File: src/rtl/kmer_buffer_ctrl.sv
// Arbitrates NUM_REQ byte streams into a shared 32-bit packing buffer and
// hands each completed 4-byte k-mer downstream with its source ID.
module kmer_buffer_ctrl #(
    parameter int NUM_REQ = 2,
    parameter int SRC_W   = $clog2(NUM_REQ)
) (
    input  logic                 clk,
    input  logic                 rst_n,
    input  logic [NUM_REQ-1:0]   req_valid,
    input  logic [8*NUM_REQ-1:0] req_data,
    output logic [NUM_REQ-1:0]   req_ready,
    input  logic                 flush,
    output logic [7:0]           buf_data_in,
    output logic                 buf_write_en,
    output logic                 buf_read_en,
    input  logic [31:0]          buf_data_out,
    input  logic                 buf_full,
    input  logic                 buf_empty,
    output logic                 kmer_valid,
    output logic [31:0]          kmer_data,
    output logic [SRC_W-1:0]     kmer_src,
    input  logic                 kmer_ready,
    output logic                 busy
);

    localparam logic [1:0] IDLE  = 2'd0;
    localparam logic [1:0] FILL  = 2'd1;
    localparam logic [1:0] DRAIN = 2'd2;
    localparam logic [1:0] OUT   = 2'd3;

    localparam int unsigned NR = NUM_REQ;

    logic [1:0]       state;
    logic [SRC_W-1:0] owner;
    logic [SRC_W-1:0] last_grant;
    logic [SRC_W-1:0] next_owner;
    logic [1:0]       byte_cnt;
    logic             fill_ok;
    logic             accept;
    logic             drain_load;
    logic             flush_read;
    logic [7:0]       owner_byte;

    // Round-robin scan starting just after the previous owner.
    always_comb begin
        int unsigned idx;
        logic        found;
        next_owner = '0;
        found      = 1'b0;
        for (int unsigned k = 1; k <= NR; k++) begin
            idx = (32'(last_grant) + k) % NR;
            if (!found && req_valid[idx]) begin
                found      = 1'b1;
                next_owner = SRC_W'(idx);
            end
        end
    end

    assign owner_byte = req_data[32'(owner)*8 +: 8];

    // Outputs are gated by rst_n so nothing leaks out while reset is held.
    assign fill_ok      = rst_n && (state == FILL) && !flush && !buf_full;
    assign accept       = fill_ok && req_valid[owner];
    assign drain_load   = rst_n && (state == DRAIN) && !flush && buf_full;
    assign flush_read   = rst_n && flush && (state != OUT) && !buf_empty;

    assign req_ready    = fill_ok ? (NUM_REQ'(1) << owner) : '0;
    assign buf_write_en = accept;
    assign buf_data_in  = accept ? owner_byte : '0;
    assign buf_read_en  = drain_load || flush_read;
    assign kmer_valid   = rst_n && (state == OUT);
    assign busy         = rst_n && (state != IDLE);

    always_ff @(posedge clk) begin
        if (!rst_n) begin
            state      <= IDLE;
            owner      <= '0;
            byte_cnt   <= '0;
            last_grant <= SRC_W'(NUM_REQ - 1);
            kmer_data  <= '0;
            kmer_src   <= '0;
        end else begin
            case (state)
                IDLE: begin
                    if (|req_valid) begin
                        owner <= next_owner;
                        state <= FILL;
                    end
                end
                FILL: begin
                    if (flush) begin
                        byte_cnt   <= '0;
                        last_grant <= owner;
                        state      <= IDLE;
                    end else if (accept) begin
                        byte_cnt <= byte_cnt + 2'd1;
                        if (byte_cnt == 2'd3)
                            state <= DRAIN;
                    end
                end
                DRAIN: begin
                    if (flush) begin
                        byte_cnt   <= '0;
                        last_grant <= owner;
                        state      <= IDLE;
                    end else if (buf_full) begin
                        kmer_data <= buf_data_out;
                        kmer_src  <= owner;
                        state     <= OUT;
                    end
                end
                OUT: begin
                    if (kmer_ready) begin
                        last_grant <= owner;
                        state      <= IDLE;
                    end
                end
                default: state <= IDLE;
            endcase
        end
    end

endmodule

File: config.mk
export PLATFORM = sky130hd
export DESIGN_NAME = kmer_buffer_ctrl
export DESIGN_NICKNAME = d
export VERILOG_FILES = /design/src/rtl/kmer_buffer_ctrl.sv
export SDC_FILE = /design/constraint.sdc
export NUM_CORES = 1
export LEC_CHECK = 0
export ABC_AREA = 1
export CAP_MARGIN = 20
export CORE_MARGIN = 5
export CORE_UTILIZATION = 40
export CTS_BUF_LIST = sky130_fd_sc_hd__clkbuf_4
export CTS_CLUSTER_SIZE = 40
export DETAILED_ROUTE_END_ITERATION = 10
export PLACE_DENSITY = 0.88
export SLEW_MARGIN = 0
export SYNTH_ARGS = -nofsm -noshare
export SYNTH_HDL_FRONTEND = slang
export SYNTH_SLANG_ARGS = --single-unit
File: constraint.sdc
create_clock -name clk -period 1.7 [get_ports clk]
set_input_delay 0.34 -clock clk [delete_from_list [all_inputs] [get_ports clk]]
set_output_delay 0.34 -clock clk [all_outputs]
set_load 0.05 [all_outputs]
==> results of run 1 <==
## per-layer routing
metal / vias up / routed length, um
met1: 973 / 2570
li1: 1072 / -
met3: 14 / 348
met2: 60 / 3080
met5: - / 0
met4: 0 / 108
## registers in the layout (all words and copies together) (netlist names)
| name | count |
|---|---|
| kmer_src | 1 |
| state | 2 |
| owner | 1 |
| byte_cnt | 2 |
| kmer_data | 32 |
| last_grant | 1 |
## timing repair
action	4_1_cts	5_1_grt
gates cloned	1	0
hold endpoints to repair	0	0
buffers inserted	3	2
pin swaps	5	0
endpoints found under the setup margin	14	18
gates resized for setup	18	5
## synthesized netlist by cell type
cell / n
nand2_1: 67
a21oi_1: 47
dfxtp_1: 39
nand3_1: 38
nor2_1: 14
inv_1: 9
clkbuf_1: 7
buf_2: 6
ha_1: 6
nand2_4: 4
inv_2: 3
nor2_4: 3
buf_6: 2
nand2_2: 2
o21ai_0: 2
buf_1: 1
nand3b_1: 1
nor3_1: 1
o211ai_1: 1
or3_1: 1
## worst min-delay path, cell delays in order (launching register included)
cell,delay [ns]
dfxtp_1,0.33
nand2_1,0.06
a21oi_1,0.05
## path summary, 6_finish.rpt
path                 startpoint            end  slack [ns]  cells after the start
setup reg to reg       state[1]       state[0]       -0.05                     12
hold / removal    kmer_data[15]  kmer_data[15]        0.47                      2
hold reg to reg   kmer_data[15]  kmer_data[15]        0.47                      2
setup / recovery       state[0]    buf_read_en       -0.26                      4
## through the flow
step | utilization [%] | instance area [um^2]
6_report | 75.5 | 3330
5_1_grt | 75.5 | 3330
4_1_cts | 74.9 | 3300
3_5_place_dp | 71.1 | 3140
3_3_place_gp | 71.1 | 3140
2_1_floorplan | - | 1940
## report_power, final
| group | switching, mW | leakage [nW] | internal [mW] |
|---|---|---|---|
| logic | 0.899 | 0.981 | 0.681 |
| registers | 0.0883 | 0.317 | 1.02 |
| clock network | 0.305 | 0.0317 | 0.176 |
## kinds of logic after synthesis
| kind of cell | synth area share (%) |
|---|---|
| AND/OR/NAND/NOR | 32.8 |
| AO/OA/AOI/OAI | 13.7 |
| flip-flops | 42.4 |
| buffers and inverters | 6.93 |
| adder cells (fa/ha/maj) | 4.08 |
## final cells by class
cell class / instances / area [um^2]
clock inverter: 2 / 12.5
timing repair buffer: 125 / 1250
clock buffer: 6 / 45.0
inverter: 12 / 47.5
fill: 312 / 1080
tap: 52 / 65.1
sequential: 39 / 790
multi-input combinational: 188 / 1120
==> run metrics, run 1 <==
Placer Congestion 0.853; GRT overflow 0; vias in the first global route 2032; setup violators final 17; Largest delay share family, worst path flip-flops; Slew @ Worst Pin 0.338 ns; synth top area cells dfxtp_1 (42%), nand2_1 (14%), a21oi_1 (13%), nand3_1 (10%), ha_1 (4.1%); critical path required time 1.36 ns; worst clock skew 0.0134 ns; Die H 77.8 um; Tcrit/Tclk final 115%; Clk pin slew, worst setup/hold paths 0.12 ns; Post-CTS Hold Fix Bufs 0; GRT Util Overall 19.4%; CP Cell Sequence ha_4 -> or3_4 -> a21oi_4 -> buf_12; CTS Sinks 39; # diodes 0; unrepaired setup endpoints after global routing yes; most frequent cells in the layout nand2_1 (67), clkdlybuf4s50_1 (55), buf_4 (55); Yosys top cell by area dfxtp_1; CP max stage cell dfxtp_4; Worst Path Arrival 1.62 ns; global-route wire length before repair 9790 um; most common cell after layout, fill and taps aside nand2_1; initial antenna violation count 0; Max Fclk 0.511 GHz; setup ws final -0.258 ns; die area 6060 um^2; met2 Use GR 34.0%; die width 77.8 um; status complete, but fails checks; Tmin final 1.96 ns; MaxCap Viol Count 0; Syn Inst Count 254; Final TNS setup -3.26 ns; fin. max-slew vios 0; Ys Warns 0; core area 4410 um^2; total power draw 3.17 mW; Synth top area share 42.4%; Pwr per Cell Area 951 nW/um^2; Rel. slew slack 77.5%; worst vdd ir 0.858 mV; mapped cell area 1840 um^2; I/O pin total 103; drc violations 0; Clock Latency Late Sink 0.34 ns; Detailed Routing Iterations Pass 1 4; total CTS buffers 5; Worst Path Max Fanout 4; root buf cell clkbuf_4; WL/cell 14.4 um; met3 usage 5.56%; Place WS -0.248 ns; nets@finish 433; Hold WS 0.468 ns; layout cells sized above 1 30.4%; Via density 5.00; syn avg cell area 7.25 um^2; Post-Route WL 6110 um; CP endpoint kind primary output; fin cells 424; Clock H-tree levels 2; slowest cell delay on critical path 0.40 ns; Clock Path Buffers 2; GR Util met1 23.2%; kind of critical path flop to primary output; Vias 2119; Iter 0 DRT Violations 44; sequential element share of the synthesized area 42.4%; DP Cell Count 410; Synth-to-Final Area Change 81.2%; Syn Nets 316; Fin. Hold Viols 0; CP bufs+invs 1; initial core utilization 41.7%; Antenna Nets Post-Route 0; CP Launch Type flop; failing checks negative setup slack; IO Port Bufs 102; grt peak-use layer met2; CTS tree done; dpl hpwl 4510 um; Leak 1.33 nW; #FFs+latches synth 39; largest net degree at the start of global routing 35; num rows 24; worst hold path class flop to flop; post-synthesis cell type count 20
No activity file was read; power rests on OpenSTA's default activity.
==> run 2, diff against run 1 <==
MAX_ROUTING_LAYER = met4   (was not set)
SLEW_MARGIN = 30   (was 0)
==> run metrics, run 2 (synthesis gave the netlist of run 1 again) <==
Final TNS setup -3.28 ns; vias in the first global route 2027; Tcrit/Tclk final 115%; Iter 0 DRT Violations 60; CTS tree done; Largest register FFs 32; Clock Path Buffers 2; most common cell after layout, fill and taps aside nand2_1; drc violations 0; Leak 1.33 nW; Tmin final 1.96 ns; largest net degree at the start of global routing 35; setup ws final -0.260 ns; Antenna Nets Post-Route 0; Clock Latency Late Sink 0.34 ns; Cell Area, Placed 3140 um^2; Via density 4.99; critical path required time 1.36 ns; Worst Path Max Fanout 5; kind of critical path flop to primary output; die width 77.8 um; CP startpoint state[1]; Vias 2115; DP Cell Count 410; Slew @ Worst Pin 0.342 ns; most frequent cells in the layout nand2_1 (67), clkdlybuf4s50_1 (55), buf_4 (55); fin. max-slew vios 0; CP Launch Type flop; worst hold path class flop to flop; Worst Path Arrival 1.62 ns; WL/cell 14.4 um; core area 4410 um^2; initial antenna violation count 0; Hold Startpoint kmer_data[12]; status complete, but fails checks; Post-Route WL 6110 um; # diodes 0; unrepaired setup endpoints after global routing yes; initial core utilization 41.7%; fin cells 424; total CTS buffers 5; dpl hpwl 4510 um; FF-to-FF Start state[1]; Clock H-tree levels 2; die area 6060 um^2; nets@finish 433; Pwr per Cell Area 951 nW/um^2; I/O pin total 103; Hold WS 0.469 ns; GRT overflow 0; number of fill cells 312; setup violators final 17; global-route wire length before repair 9800 um; layout cells sized above 1 30.4%; failing checks negative setup slack; worst clock skew 0.0120 ns; root buf cell clkbuf_4; Detailed Routing Iterations Pass 1 4; CTS Sinks 39; Max Fclk 0.510 GHz; Placer Congestion 0.866; Rel. slew slack 77.2%; MaxCap Viol Count 0; CP endpoint kind primary output; Top Registers kmer_data (32), byte_cnt (2), state (2); post-route design area 3330 um^2; Die H 77.8 um; GRT Util Overall 20.0%; Post-CTS Hold Fix Bufs 0; worst vdd ir 0.857 mV; IO Port Bufs 102; Top reg by flops kmer_data; Fin. Hold Viols 0; Clk pin slew, worst setup/hold paths 0.12 ns; num rows 24; Synth-to-Final Area Change 81.2%
[run 2: cell counts in the layout (fill, tap and decap cells not counted)]
No cell type changed its count.
[run 2: final cells by class]
class / count / area, um^2 / area share, %
well taps: 52 / 65.1 / 1.95
multi-input cells: 188 / 1120 / 33.6
clock inverters: 2 / 12.5 / 0.375
flip-flops and latches: 39 / 790 / 23.7
clock buffers: 6 / 45.0 / 1.35
inverters: 12 / 47.5 / 1.43
repair buffers: 125 / 1250 / 37.6
[run 2: metal layers]
layer	GRT usage, %	vias up	share of wire, %
met5	-	-	0
met4	4.98	0	1.8
met3	5.21	15	5.5
met2	33.9	63	50
met1	23.4	966	43
li1	-	1071	-
[run 2: what timing repair did]
action,in CTS,in global routing
gates resized for setup,18,5
setup buffers,3,2
gates cloned,1,0
endpoints found under the setup margin,14,18
pin swaps,5,0
[run 2: critical path, cell delays in order, from the launching register on]
cell and delay [ns]:
dfxtp_4 0.39, inv_4 0.06, ha_4 0.14, nand2_4 0.06, nor2_4 0.19, nand2_4 0.13
a21oi_4 0.15, buf_12 0.15
[run 2: final timing paths]
path / to / slack, ns / cells past startpoint
worst max-delay path: buf_data_in[2] / -0.26 / 7
worst min-delay path: kmer_data[12] / 0.47 / 2
worst max register to register: byte_cnt[1] / -0.04 / 12
worst min register to register: kmer_data[12] / 0.47 / 2
[run 2: per-stage QoR]
step | setup WS [ns] | power (mW) | util, %
floorplan | -0.187 | 2.00 | -
global placement | -0.210 | 2.49 | 71.1
detailed placement | -0.248 | 2.52 | 71.1
CTS | -0.261 | 3.14 | 74.9
global route | -0.339 | 3.38 | 75.5
finish | -0.260 | 3.17 | 75.5
[run 2: power breakdown]
| part | leakage (nW) | switching [mW] | internal, mW | total [mW] |
|---|---|---|---|---|
| Combinational | 0.981 | 0.898 | 0.681 | 1.58 |
| Sequential | 0.317 | 0.0881 | 1.02 | 1.11 |
| Clock | 0.0317 | 0.306 | 0.176 | 0.482 |
